`src/rtl/door_direction_detector_if.sv`:
```
// Doorway sensor/pulse bundle: raw beam inputs in, passage pulses and occupancy out.
// The detector takes the master modport and drives the outputs; consumers use slave.
interface door_direction_detector_if #(
  parameter int CNT_W = 4
);
  logic             beam_out;
  logic             beam_in;
  logic             entering;
  logic             leaving;
  logic             fault;
  logic [CNT_W-1:0] count;
  logic             occupied;

  modport master (
    input  beam_out, beam_in,
    output entering, leaving, fault, count, occupied
  );

  modport slave (
    output beam_out, beam_in,
    input  entering, leaving, fault, count, occupied
  );
endinterface

```
`src/rtl/door_direction_detector.sv`:
```
// Two-beam doorway direction detector: sync + debounce per beam, order-checking FSM
// with dwell timeout, and a saturating occupancy counter driven by the passage pulses.
module door_direction_detector #(
  parameter int DEBOUNCE = 4,
  parameter int TIMEOUT  = 1000,
  parameter int CNT_W    = 4
) (
  input  logic                       clk,
  input  logic                       rst,
  door_direction_detector_if.master  dif
);
  localparam int DB_W = $clog2(DEBOUNCE + 1);
  localparam int TO_W = $clog2(TIMEOUT + 1);

  typedef enum logic [3:0] {
    S_IDLE, S_E1, S_E2, S_E3, S_L1, S_L2, S_L3, S_ABORT, S_FAULT
  } state_t;

  logic [1:0] raw;
  logic [1:0] filt;  // bit 1 = outer beam, bit 0 = inner beam

  assign raw = {dif.beam_out, dif.beam_in};

  genvar gi;
  generate
    for (gi = 0; gi < 2; gi++) begin : g_beam
      logic            sync1_q, sync2_q, filt_q, filt_d;
      logic [DB_W-1:0] db_cnt_q, db_cnt_d;

      always_comb begin
        filt_d   = filt_q;
        db_cnt_d = '0;
        if (sync2_q != filt_q) begin
          if (db_cnt_q == DB_W'(DEBOUNCE - 1)) filt_d = sync2_q;
          else                                 db_cnt_d = db_cnt_q + 1'b1;
        end
      end

      always_ff @(posedge clk or posedge rst) begin
        if (rst) begin
          sync1_q  <= 1'b0;
          sync2_q  <= 1'b0;
          filt_q   <= 1'b0;
          db_cnt_q <= '0;
        end else begin
          sync1_q  <= raw[gi];
          sync2_q  <= sync1_q;
          filt_q   <= filt_d;
          db_cnt_q <= db_cnt_d;
        end
      end

      assign filt[gi] = filt_q;
    end
  endgenerate

  state_t           state_q, state_d;
  logic [TO_W-1:0]  dwell_q, dwell_d;
  logic             entering_q, entering_d;
  logic             leaving_q, leaving_d;
  logic             fault_q, fault_d;
  logic [CNT_W-1:0] count_q, count_d;

  always_comb begin
    state_d    = state_q;
    entering_d = 1'b0;
    leaving_d  = 1'b0;
    case (state_q)
      S_IDLE: case (filt)
        2'b10:   state_d = S_E1;
        2'b01:   state_d = S_L1;
        2'b11:   state_d = S_ABORT;
        default: state_d = S_IDLE;
      endcase
      S_E1: case (filt)
        2'b10:   state_d = S_E1;
        2'b11:   state_d = S_E2;
        2'b00:   state_d = S_IDLE;
        default: state_d = S_ABORT;
      endcase
      S_E2: case (filt)
        2'b11:   state_d = S_E2;
        2'b01:   state_d = S_E3;
        2'b10:   state_d = S_E1;
        default: state_d = S_IDLE;
      endcase
      S_E3: case (filt)
        2'b01:   state_d = S_E3;
        2'b11:   state_d = S_E2;
        2'b00: begin
          state_d    = S_IDLE;
          entering_d = 1'b1;
        end
        default: state_d = S_ABORT;
      endcase
      S_L1: case (filt)
        2'b01:   state_d = S_L1;
        2'b11:   state_d = S_L2;
        2'b00:   state_d = S_IDLE;
        default: state_d = S_ABORT;
      endcase
      S_L2: case (filt)
        2'b11:   state_d = S_L2;
        2'b10:   state_d = S_L3;
        2'b01:   state_d = S_L1;
        default: state_d = S_IDLE;
      endcase
      S_L3: case (filt)
        2'b10:   state_d = S_L3;
        2'b11:   state_d = S_L2;
        2'b00: begin
          state_d   = S_IDLE;
          leaving_d = 1'b1;
        end
        default: state_d = S_ABORT;
      endcase
      S_ABORT, S_FAULT: state_d = (filt == 2'b00) ? S_IDLE : state_q;
      default:          state_d = S_IDLE;
    endcase

    // A real transition always wins over the timeout on the same edge.
    dwell_d = '0;
    if (state_d == state_q && state_q != S_IDLE && state_q != S_FAULT) begin
      if (dwell_q == TO_W'(TIMEOUT - 1)) state_d = S_FAULT;
      else                               dwell_d = dwell_q + 1'b1;
    end
    fault_d = (state_d == S_FAULT);

    count_d = count_q;
    if (entering_q && count_q != '1)       count_d = count_q + 1'b1;
    else if (leaving_q && count_q != '0)   count_d = count_q - 1'b1;
  end

  always_ff @(posedge clk or posedge rst) begin
    if (rst) begin
      state_q    <= S_IDLE;
      dwell_q    <= '0;
      entering_q <= 1'b0;
      leaving_q  <= 1'b0;
      fault_q    <= 1'b0;
      count_q    <= '0;
    end else begin
      state_q    <= state_d;
      dwell_q    <= dwell_d;
      entering_q <= entering_d;
      leaving_q  <= leaving_d;
      fault_q    <= fault_d;
      count_q    <= count_d;
    end
  end

  assign dif.entering = entering_q;
  assign dif.leaving  = leaving_q;
  assign dif.fault    = fault_q;
  assign dif.count    = count_q;
  assign dif.occupied = (count_q != '0);
endmodule
```
`src/flat_wrapper.sv`:
```
// flat-port wrapper written by rule: the top's interface ports become plain ports
module door_direction_detector_flat 
#(
  parameter int DEBOUNCE = 4,
  parameter int TIMEOUT  = 1000,
  parameter int CNT_W    = 4
)
  (clk, rst, dif_beam_out, dif_beam_in, dif_entering, dif_leaving, dif_fault, dif_count, dif_occupied);
  door_direction_detector_if #(.CNT_W(CNT_W)) dif_i ();
  input  logic clk;
  input  logic rst;
  input wire logic [$bits(dif_i.beam_out)-1:0] dif_beam_out;
  input wire logic [$bits(dif_i.beam_in)-1:0] dif_beam_in;
  output wire logic [$bits(dif_i.entering)-1:0] dif_entering;
  output wire logic [$bits(dif_i.leaving)-1:0] dif_leaving;
  output wire logic [$bits(dif_i.fault)-1:0] dif_fault;
  output wire logic [$bits(dif_i.count)-1:0] dif_count;
  output wire logic [$bits(dif_i.occupied)-1:0] dif_occupied;
  assign dif_i.beam_out = dif_beam_out;
  assign dif_i.beam_in = dif_beam_in;
  assign dif_entering = dif_i.entering;
  assign dif_leaving = dif_i.leaving;
  assign dif_fault = dif_i.fault;
  assign dif_count = dif_i.count;
  assign dif_occupied = dif_i.occupied;
  door_direction_detector #(.DEBOUNCE(DEBOUNCE), .TIMEOUT(TIMEOUT), .CNT_W(CNT_W)) u_core (.clk(clk), .rst(rst), .dif(dif_i));
endmodule
```
`config.mk`:
```
export PLATFORM = sky130hd
export DESIGN_NAME = door_direction_detector_flat
export DESIGN_NICKNAME = d
export VERILOG_FILES = /design/src/rtl/door_direction_detector_if.sv /design/src/rtl/door_direction_detector.sv /design/src/flat_wrapper.sv
export SDC_FILE = /design/constraint.sdc
export NUM_CORES = 1
export LEC_CHECK = 0
export ABC_CLOCK_PERIOD_IN_PS = 2400
export CORE_MARGIN = 2
export CORE_UTILIZATION = 32
export CTS_CLUSTER_SIZE = 12
export DETAILED_ROUTE_END_ITERATION = 6
export MAX_ROUTING_LAYER = met4
export PLACE_DENSITY = 0.56
export SYNTH_ARGS = -nofsm -noshare
export SYNTH_HDL_FRONTEND = slang
export SYNTH_SLANG_ARGS = --single-unit
```
`constraint.sdc`:
```
create_clock -name clk -period 2.4 [get_ports clk]
set_clock_uncertainty 0.05 [all_clocks]
set_input_delay 0.24 -clock clk [delete_from_list [all_inputs] [get_ports clk]]
set_output_delay 0.24 -clock clk [all_outputs]
set_load 0.005 [all_outputs]
```
After elaboration in Yosys (flattened, before gate mapping)
Cells that the tools add are included.
Word-level totals
  register bits: 33
  input bits: 4
  output and inout port bits: 8
  word-level logic and storage cells: 73
Cells by class
  add/sub/neg operators: 5
  equality and inequality tests: 20
  mux-type cells: 22
  reduce and logical (&&, ||, !) cells: 12
Operator list (count)
  one-hot mux 3 bit (3 select lines): 6
  one-hot mux 4 bit (8 select lines): 1
  two-way mux 10 bit: 2
  two-way mux 4 bit: 5
  equality test 4 x 3 -> 1 bit (second input constant): 4
  two-way mux 3 bit: 4
  adder 10 x 1 -> 10 bit (second input constant): 1
  equality test 10 bit (second input constant): 1
  equality test 4 x 2 -> 1 bit (second input constant): 2
  equality test 4 bit (second input constant): 2
  != test 4 bit (second input constant): 2
  nonzero test 4 bit: 2
  adder 3 x 1 -> 3 bit (second input constant): 2
  equality test 3 x 2 -> 1 bit (second input constant): 2
  one-hot mux 2 bit (3 select lines): 1
  adder 4 x 1 -> 4 bit (second input constant): 1
  equality test 2 bit (second input constant): 2
  equality test 4 x 1 -> 1 bit (second input constant): 1
  equality test 4 bit: 1
  logical AND 1 bit: 4
  logical NOT 4 bit: 1
  AND reduction 2 bit: 2
  subtractor 4 x 1 -> 4 bit (second input constant): 1
  two-way mux 1 bit: 3
  5 further kinds: 6

Depth between registers and ports, before layout
Gate-level depths: netlist of the first run.
  depth after elaboration: 8
  mapped depth: 8
  mapped depth without buffers: 8

Worst setup path before layout of the first run
Ideal clock, no wire load.
  path type: register to register
  start point: register u_core.g_beam[1].filt_q
  end point: register u_core.state_q[3]
  library setup time: 120 ps
  arrival time: 1925 ps
  data required time: 2230 ps
  path slack: 305 ps
  cell stages (with the launch flop): 9
  path buffers: 0
  clock period less this slack: 2095 ps
  cells stage by stage: dfrtp_1 > inv_1 > ha_1 > or2_2 > a22oi_1 > o2111a_1 > nor3b_2 > or2_1 > a31o_2
On the way
  longest elaborated chain between the ends: 7
  elaborated cells between the ends (all ways): 18
  those cells by class: eq/ne: 4; mux: 11; reduce/logical: 3
Ends and longest elaborated chain
  from (decl): line door_direction_detector.sv:27  | logic sync1_q, sync2_q, filt_q, filt_d;
  from (signal assigned): line door_direction_detector.sv:48  | filt_q <= filt_d;
  equality test 2 bit, or another cell as far along
  one-hot mux 3 bit (3 select lines), or another cell as far along: line door_direction_detector.sv:108  | S_L3: case (filt)
  one-hot mux 4 bit (8 select lines) *: line door_direction_detector.sv:68  | case (state_q)
  equality test 4 bit: line door_direction_detector.sv:123  | if (state_d == state_q && state_q != S_IDLE && state_q != S_FAULT) begin
  logical AND 1 bit (2 in a row): line door_direction_detector.sv:123
  two-way mux 4 bit *: line door_direction_detector.sv:123
  net u_core.state_d[3]: line door_direction_detector.sv:57  | state_t state_q, state_d;
  to (signal assigned): line door_direction_detector.sv:143  | state_q <= state_d;
  to (decl): line door_direction_detector.sv:57
Mark *: on every way through the listed nets, which the timed path passes. The rest lies on a longest branch.
A chain may end at the register's enable or synchronous reset.

Final worst setup path of the first run
Ends and elaborated chain as after synthesis.

==> results of run 1 <==
## sequential cells by signal (all words and copies together) (netlist names)
| signal | count |
|---|---|
| u_core.dwell_q | 10 |
| u_core.dif.count | 4 |
| u_core.dif.fault | 1 |
| u_core.g_beam.db_cnt_q | 6 |
| u_core.state_q | 4 |
| u_core.dif.entering | 1 |
| u_core.g_beam.filt_q | 2 |
| u_core.g_beam.sync2_q | 2 |
| u_core.dif.leaving | 1 |
| u_core.g_beam.sync1_q | 2 |
## synth_stat cells, drive strengths merged (2+ instances only)
cell type / n / area [sq um]
nand3: 4 / 20.02
o21ai: 6 / 45.05
nor2b: 4 / 25.02
nor2: 13 / 48.80
clkbuf: 2 / 7.510
nand4: 2 / 12.51
nor3b: 6 / 55.05
a31oi: 3 / 18.77
a41oi: 2 / 17.52
a21o: 2 / 15.01
a21oi: 4 / 20.02
nand2: 11 / 41.29
or2: 3 / 18.77
nor3: 10 / 85.08
a22oi: 2 / 15.01
mux2: 2 / 26.27
xor2: 5 / 43.79
ha: 11 / 137.6
xnor2: 9 / 78.83
mux2i: 3 / 42.54
dfrtp: 33 / 825.8
or4: 2 / 18.77
and4b: 2 / 20.02
a31o: 2 / 17.52
buf: 5 / 33.78
and3: 4 / 25.02
inv: 5 / 18.77
## power by group
group          switching (uW)  total [uW]  internal, uW
registers                 180         855           674
logic                     645        1340           700
clock network             182         409           227
total                    1010        2610          1600
## final cells by class
cell class | instances | area [sq um]
sequential | 33 | 827.0
timing repair buffer | 18 | 175.2
multi-input combinational | 126 | 1017
fill | 563 | 3393
clock buffer | 7 | 86.33
tap | 72 | 90.09
inverter | 5 | 18.77
## metal layers
| metal | share of wire | track usage |
|---|---|---|
| met5 | 0 | - |
| met1 | 0.51 | 0.1647 |
| met4 | 0.020 | 0.05593 |
| met3 | 0.038 | 0.03000 |
| met2 | 0.43 | 0.1612 |
## worst min-delay path: stages
cell	delay (ns)
clkdlybuf4s50_1	0.39
inv_1	0.05
buf_4	0.37
## worst min-delay path by stage
stage	to	from
finish	u_core.g_beam[0].db_cnt_q[0]	rst
global route	u_core.g_beam[0].sync2_q	u_core.g_beam[0].sync1_q
CTS	u_core.g_beam[0].db_cnt_q[0]	rst
detailed placement	u_core.g_beam[0].sync2_q	u_core.g_beam[0].sync1_q
global placement	u_core.g_beam[0].sync2_q	u_core.g_beam[0].sync1_q
floorplan	u_core.g_beam[0].sync1_q	dif_beam_in
## logic make-up (layout without fill, tap and decap cells)
group | Yosys count | count (layout) | share of synthesized area
AO/OA/AOI/OAI | 28 | 28 | 0.1246
XOR/XNOR | 14 | 14 | 0.06494
adder cells (fa/ha/maj) | 12 | 12 | 0.08350
buffers and inverters | 12 | 30 | 0.03181
flip-flops | 33 | 33 | 0.4374
multiplexers | 5 | 5 | 0.03644
AND/OR/NAND/NOR | 67 | 67 | 0.2213
## timing repair
item	CTS	global route
setup endpoints to repair	0	14
resized for setup	0	4
buffers inserted	0	2
hold buffers	0	0
## stage by stage
stage | cells | hold slack [ns] | power, uW | utilization | setup WS, ns
6_report | 261 | 0.2923 | 2608 | 0.3949 | 0.1597
5_1_grt | 261 | 0.3129 | 2839 | 0.3949 | 0.03627
4_1_cts | 259 | 0.3037 | 2511 | 0.3871 | 0.01324
3_5_place_dp | 252 | 0.2949 | 2088 | 0.3717 | 0.05143
3_3_place_gp | 252 | 0.2832 | 2088 | 0.3717 | 0.05600
2_1_floorplan | 171 | 0.2214 | 1799 | - | 0.3046
==> impl_metrics.csv, run 1 <==
group,metric,value,unit
outcome,status,"complete, no violations",
detailed_routing,routedWlPerCell,12.44,microns
yosys,syn_area,0.001888,sq mm
timing,period_minus_slack,2.240,ns
die,io_pins,12,
clock_network,cts_tree,"yes",
timing,max_freq,446.4,MHz
finish,layout_common_cells,"32 x dfrtp_1, 13 x nor2_1, 11 x nand2_1, 11 x clkdlybuf4s50_1, 10 x ha_1",
finish,final_cell_area,0.002215,sq mm
setup_path,path_class,"reg2reg",
power_and_ir_drop,vdd_drop_max,0.3827,mV
timing,max-slew-margin-rel,0.6232,
die,start_util,0.3367,
setup_path,reg2reg_slack,0.16,ns
setup_path,reg2reg_to,"u_core.state_q[3]",
finish,insertedDiodeCount,0,
timing,setup_tns,0,ns
die,fp.dieW,80.81,microns
setup_path,critical_path_buf_inv_count,1,
detailed_routing,drc_errors,0,
grt,grt_max_degree,34,
setup_path,ff2ff_path_depth,8,
place,gp_congestion,0.7870,
grt,grt.total_usage,0.1187,
yosys,synth_seq_area_share,0.4374,
yosys,synth_edf_count,0,
timing,tightest_slew,0.5609,ns
yosys,ys_ff_latch,33,
setup_path,path_delay_family,"simple AND/OR/NAND/NOR gates",
setup_path,setup.worst_path.start,"u_core.g_beam[1].filt_q",
yosys,syn_inst,171,
timing,grt_setup_unrepaired,"false",
setup_path,worstSetupEndpointType,"flip-flop",
setup_path,cpMaxStageDelayCell,"dfrtp_2",
timing,final-hold-violation-count,0,
yosys,ys_types,52,
detailed_routing,drt_iter0_markers,102,
clock_network,h-tree-depth,2,
clock_network,cts_buffers,5,
setup_path,cp.required,2.52,ns
setup_path,arrival,2.36,ns
yosys,syn_area_per_cell,11.04,sq um
finish,layout_commonest_cell,"dfrtp_1",
place,port_buffers,11,
grt,grt_pass1_vias,1205,
yosys,synth_fp_nets,187,
die,core,0.005608,sq mm
timing,setup_viol,0,
finish,syn2layout_area_growth,17.30,%
detailed_routing,routed_wl,3.246,mm
detailed_routing,vias_per_cell,4.820,
clock_network,cts_root_buffer,"clkbuf_8",
grt,grt_pass1_wl,5.789,mm
clock_network,clkTransAtPathRegs,0.06,ns
detailed_routing,ant_nets,0,
setup_path,path_cells,"inv_1, ha_1, or2_2, a22oi_1, o2111a_2, nor3b_2, or2_1, a31o_2",
setup_path,critPathCapture,"u_core.state_q[3]",
clock_network,cts_sinks,33,
hold_path,hold_path_class,"in2async",
finish,drive_gt1_frac,0.1958,
clock_network,insertion_delay,0.28,ns
finish,layout.nets,205,
flow_run,maxCapViolCount,0,
yosys,ys_warn_count,0,
setup_path,worstPathMaxFanout,5,
grt,grt_overflow_total,0,
die,die_y,80.81,microns
yosys,ys.flop_type,"dfrtp_1",
timing,drv_slew,0,
setup_path,crit_cells,8,
setup_path,critPathLaunchType,"flip-flop",
clock_network,cts_buffer_depth,2,
setup_path,cp_slowest_stage_delay,0.39,ns
detailed_routing,vias,1258,
setup_path,r2r_start,"u_core.g_beam[1].filt_q",
place,place_area,0.002085,sq mm
die,die_area,0.006530,sq mm
power_and_ir_drop,leakagePower,0.0009267,uW
die,fp-row-count,27,
power_and_ir_drop,power_density,1178,mW/mm^2
place,hpwlAfterDp,2.302,mm
timing,finalCritPeriodShare,0.9335,
detailed_routing,drt-pass1-iter-count,4,
grt,antenna_found_initial,0,
yosys,async_reset_ff_frac,1.000,
Note: power is estimated with default switching activity, not from simulation.
==> run 2, diff against run 1 <==
- CORE_UTILIZATION: 32 -> 40
- PLACE_DENSITY: 0.56 -> 0.66
==> run 2 against run 1 <==
Against the previous run:
- fmax decreased by 0.33%
- register-to-register slack hardly changed
- highest routed layer unchanged
- non-clock buffer count shrank 3
- critical path type unchanged
- via count increased by 3.3%
- final area shrank 1.7%
- critical path depth stayed put
- wire length grew 6.3%
==> impl_metrics.csv, run 2 (synthesis results as in run 1) <==
group,metric,value,unit
finish,layout.nets,202,
grt,grt_max_degree,34,
timing,finalCritPeriodShare,0.9365,
timing,tightest_slew,0.5558,ns
finish,final_cell_area,0.002177,sq mm
die,core,0.004444,sq mm
grt,grt_overflow_total,0,
setup_path,cp.required,2.54,ns
timing,final-hold-violation-count,0,
hold_path,hold_path_class,"in2async",
die,die_y,72.71,microns
clock_network,h-tree-depth,2,
timing,grt_setup_unrepaired,"false",
finish,layout_commonest_cell,"dfrtp_1",
setup_path,arrival,2.39,ns
detailed_routing,ant_nets,0,
finish,reg_top3,"u_core.dwell_q: 10 flops, u_core.g_beam.db_cnt_q: 6 flops",
finish,largest_reg_flops,10,
die,die_area,0.005286,sq mm
timing,setup_tns,0,ns
detailed_routing,drt_iter0_markers,119,
clock_network,insertion_delay,0.30,ns
clock_network,cts_sinks,33,
flow_run,maxCapViolCount,0,
power_and_ir_drop,vdd_drop_max,0.3294,mV
timing,holdWs,0.2761,ns
setup_path,cpMaxStageDelayCell,"dfrtp_2",
grt,antenna_found_initial,0,
timing,drv_slew,0,
detailed_routing,routed_wl,3.452,mm
place,dp_cells,231,
detailed_routing,drc_errors,0,
grt,grt_pass1_wl,5.878,mm
die,fp.dieW,72.71,microns
power_and_ir_drop,power_density,1215,mW/mm^2
clock_network,post-cts-setup-buffers,0,
detailed_routing,drt-pass1-iter-count,4,
die,io_pins,12,
setup_path,critPathLaunchType,"flip-flop",
finish,top_register,"u_core.dwell_q",
timing,setup_viol,0,
detailed_routing,vias,1299,
timing,period_minus_slack,2.248,ns
timing,max_freq,444.9,MHz
setup_path,cp_slowest_stage_delay,0.44,ns
finish,syn2layout_area_growth,15.31,%
place,port_buffers,11,
clock_network,cts_buffers,5,
setup_path,path_cells,"inv_1, ha_1, or2_2, a22oi_1, o2111a_2, o21ba_2, or2_1, a31o_2",
timing,max-slew-margin-rel,0.6295,
finish,final_cells,239,
power_and_ir_drop,leakagePower,0.0009174,uW
grt,grt.total_usage,0.1522,
setup_path,worstPathMaxFanout,5,
finish,drive_gt1_frac,0.1925,
grt,grt_pass1_vias,1298,
die,fp-row-count,24,
power_and_ir_drop,design_power_total,2645,uW
finish,layout_common_cells,"32 x dfrtp_1, 13 x nor2_1, 11 x nand2_1, 11 x ha_1, 11 x clkdlybuf4s50_1",
setup_path,path_delay_family,"compound AO/OA/AOI/OAI gates",
place,gp_congestion,0.8621,
finish,insertedDiodeCount,0,
setup_path,worstSetupEndpointType,"flip-flop",
clock_network,cts_buffer_depth,2,
outcome,status,"complete, no violations",
setup_path,critical_path_buf_inv_count,1,
detailed_routing,vias_per_cell,5.435,
detailed_routing,routedWlPerCell,14.44,microns
clock_network,cts_root_buffer,"clkbuf_8",
place,place_area,0.002052,sq mm
die,start_util,0.4248,
clock_network,cts_tree,"yes",
place,hpwlAfterDp,2.444,mm
setup_path,path_class,"reg2reg",
clock_network,clkTransAtPathRegs,0.08,ns
run 2: area by class of cell:
type | count | area [sq um]
well taps | 52 | 65.06
inverters | 5 | 18.77
clock buffers | 6 | 82.58
repair buffers | 15 | 140.1
multi-input cells | 126 | 1006
clock inverters | 2 | 37.54
fillers | 416 | 2267
flip-flops and latches | 33 | 827.0
run 2: final timing paths:
| path | startpoint | end | slack [ns] | depth (start not counted) |
|---|---|---|---|---|
| worst max-delay path | u_core.g_beam[1].filt_q | u_core.state_q[3] | 0.15 | 8 |
| worst min-delay path | rst | u_core.dif.count[1] | 0.28 | 3 |
| worst max register to register | u_core.g_beam[1].filt_q | u_core.state_q[3] | 0.15 | 8 |
| worst min register to register | u_core.g_beam[0].sync1_q | u_core.g_beam[0].sync2_q | 0.30 | 0 |
| max in group asynchronous | rst | u_core.g_beam[1].filt_q | 1.70 | 3 |
| min in group clk | u_core.g_beam[0].sync1_q | u_core.g_beam[0].sync2_q | 0.30 | 0 |
run 2: timing repair:
item	CTS	global route
hold buffers	0	0
gates resized for setup	0	3
endpoints found under the setup margin	0	13
run 2: per-layer routing:
layer,share of wire,up-vias,track usage,wire length (microns)
met5,0,-,-,0
met4,0.018,0,0.07613,61
met3,0.047,7,0.05387,163
met2,0.46,26,0.2182,1579
met1,0.48,628,0.1904,1648
li1,-,638,-,-
run 2: worst min-delay path, stage by stage:
cell             delay (ns)
clkdlybuf4s50_1        0.39
inv_1                  0.05
buf_4                  0.37
run 2: power by group:
group / internal (uW) / leakage, uW / switching, uW
Clock: 337 / 0.0000574 / 223
Combinational: 597 / 0.000428 / 631
Sequential: 674 / 0.000432 / 183
Total: 1610 / 0.000917 / 1040
run 2: metrics by stage:
step	utilization	setup slack, ns
after floorplan	-	0.3046
after global placement	0.4617	0.1303
after detailed placement	0.4617	0.06332
after CTS	0.4887	0.04734
after global routing	0.4899	0.0004481
final	0.4899	0.1523
==> run 3, diff against run 2 <==
- CAP_MARGIN: unset -> 40
==> results of run 3 <==
Same layout as run 2: the final DEF is identical, and so are final timing and power.
==> variant: new RTL, settings of run 3 <==
Encoding of `state_t`: now one-hot (9 bits for 9 states).
--- a/src/rtl/door_direction_detector.sv
+++ b/src/rtl/door_direction_detector.sv
@@ -12,8 +12,8 @@
   localparam int DB_W = $clog2(DEBOUNCE + 1);
   localparam int TO_W = $clog2(TIMEOUT + 1);
 
-  typedef enum logic [3:0] {
-    S_IDLE, S_E1, S_E2, S_E3, S_L1, S_L2, S_L3, S_ABORT, S_FAULT
+  typedef enum logic [8:0] {
+    S_IDLE = 9'b000000001, S_E1 = 9'b000000010, S_E2 = 9'b000000100, S_E3 = 9'b000001000, S_L1 = 9'b000010000, S_L2 = 9'b000100000, S_L3 = 9'b001000000, S_ABORT = 9'b010000000, S_FAULT = 9'b100000000
   } state_t;
 
   logic [1:0] raw;
Behaviour: same outputs for any inputs over 10 cycles, from zero or initial values and one cycle with rst high; not proved beyond that.
==> variant against run 3 <==
The flow now finishes with violations (setup timing); wire length is 48% higher; worst setup slack lost 0.21 ns; cell count rose by 45%; sequential share of layout area is 5.4 points lower; power grew 24%; clock power is 19% higher; first-iteration DRC count is 92% higher; synthesized area grew 21%; sequential cell count rose by 5; cell area up 35%; largest power group unchanged; highest routed layer unchanged.
==> variant: results (changes against run 3) <==
| Metric | Value |
|---|---|
| Outcome | `finished, violations left` |
| Failing checks | `setup timing` |
| Initial antenna violation count | `0 (unchanged)` |
| 1st-iter DRT viols | `229 (+92%)` |
| GR Util met2 | `27.5% (+5.7 points)` |
| PortBufs | `11 (unchanged)` |
| First-pass GRT wire length | `8.49 mm (+44%)` |
| Max VDD drop | `0.974 mV (+200%)` |
| Relative slew slack | `68.5% (+5.6 points)` |
| Final setup margin | `-0.0535 ns (-0.206 ns)` |
| Final setup viols | `7 (+7)` |
| Share of layout cells above drive strength 1 | `27.7% (+8.5 points)` |
| Hold Startpoint | `u_core.g_beam[0].sync1_q` |
| Placement Cell Area | `2760 sq um (+34%)` |
| Synth unique cells | `54 (+3.8%)` |
| Signal buf overhead | `15.2% (+8.8 points)` |
| Fin Hold WS | `0.305 ns (+0.0287 ns)` |
| Sequential cell count | `38 (+15%)` |
| Post-layout nets | `283 (+40%)` |
| GRT Util Overall | `17.7% (+2.5 points)` |
| CTS buffer count | `5 (unchanged)` |
| Count of multi-input gates | `167 (+33%)` |
| Min-Delay Path Class | `reg -> reg` |
| Root Buffer | `clkbuf_8` |
| Design Area, Final | `2930 sq um (+35%)` |
| Largest net degree at the start of global routing | `39 (+15%)` |
| Post-CTS Setup Inserts | `0 (unchanged)` |
| Number of global-route vias before repair | `1839 (+42%)` |
| Critical path fanouts, max | `12 (+7)` |
| Hold path depth | `0` |
| Syn Area/Cell | `10.0 sq um (-9.2%)` |
| Non-CTS inverters | `7 (+2)` |
| Leak Pwr | `1.27 nW (+39%)` |
| Max clock buf depth | `2 (unchanged)` |
| GP Congestion | `0.914 (+6.1%)` |
| Cell Count, Final, Fillers Out | `346 (+45%)` |
| Placed wire-length estimate | `3.78 mm (+55%)` |
| RR Endpoint | `u_core.dwell_q[3]` |
| Filler cell count | `480 (+15%)` |
| Biggest regs | `u_core.dwell_q x10, u_core.state_q x9, u_core.g_beam.db_cnt_q x6` |
| Met1 global-route usage | `22.8% (+3.8 points)` |
| Pre-Repair DR Iteration Count | `5 (+1)` |
| Reg clk slew, reported paths | `0.07 ns` |
| Register area share after synthesis | `41.7% (-2.1 points)` |
| Register area | `956 sq um (+16%)` |
| Met3 global-route usage | `3.17% (-2.2 points)` |
| Plain + repair buffers | `54 (+39)` |
| Post-route setup TNS | `-0.239 ns (-0.239 ns)` |
| Syn_nets | `238 (+27%)` |
| WP data arrival | `2.60 ns (+0.21 ns)` |
| Clk tree area frac | `4.87% (-0.65 points)` |
| Path depth of the worst reg2reg path | `7 (-1)` |
| Via count | `1993 (+53%)` |
| Dpl cells | `338 (+46%)` |
| Pre-CTS WS | `-0.0298 ns (-0.0931 ns)` |
| Most common library cells after synthesis | `dfrtp_1, nor2_1, clkbuf_1, xnor2_1` |
| Post-DR wirelength/cell | `14.7 um (+1.9%)` |
| Reg2reg start | `u_core.state_q[5]` |
| Fraction of area in multi-input gates | `43.3% (-2.9 points)` |
| Main area contributors after synthesis | `dfrtp_1, xnor2_1, nor4_2` |
## variant: what timing repair did
item / in CTS / in global routing
endpoints found under the hold margin: 0 / 0
gates resized for setup: 1 / 6
setup endpoints to repair: 6 / 11
pin swaps: 0 / 1
## variant: kinds of logic after synthesis
group	Yosys count	share of synthesized area, %
xor gates and xnor gates	20	7.66
muxes	4	1.97
DFF	38	41.7
AOI/OAI and AO/OA	35	12.2
buffers and inverters	23	4.49
adders and majority gates	6	3.61
and+or+nand+nor	102	28.5
## variant: power by group
group | internal [mW] | total (mW) | switching, mW
clock | 0.443 | 0.665 | 0.222
combinational | 0.885 | 1.77 | 0.884
sequential | 0.741 | 0.858 | 0.117
## variant: worst max-delay path by stage
stage	cells after the start	startpoint	end	slack, ns
4_1_cts	6	u_core.state_q[1]	u_core.dif.fault	0.007
5_1_grt	6	u_core.state_q[1]	u_core.dif.fault	-0.09
6_report	7	u_core.state_q[5]	u_core.dwell_q[3]	-0.05
2_1_floorplan	7	u_core.state_q[8]	u_core.state_q[5]	0.009
3_3_place_gp	6	u_core.state_q[8]	u_core.dwell_q[9]	-0.04
3_5_place_dp	6	u_core.state_q[8]	u_core.dwell_q[9]	-0.03
## variant: metal layers
layer  share of wire, %  vias to the layer above
met3                4.2                       19
met4                2.8                        0
met1                 45                      959
li1                   -                      938
met5                  0                        -
met2                 48                       77
## variant: critical path: stages, from the launching register on
cell and delay [ns]:
dfrtp_1 0.41, buf_4 0.18, nor3_1 0.42, and3_1 0.28, o2111ai_2 0.12, or4_4 0.48
buf_12 0.17, nor4_1 0.25
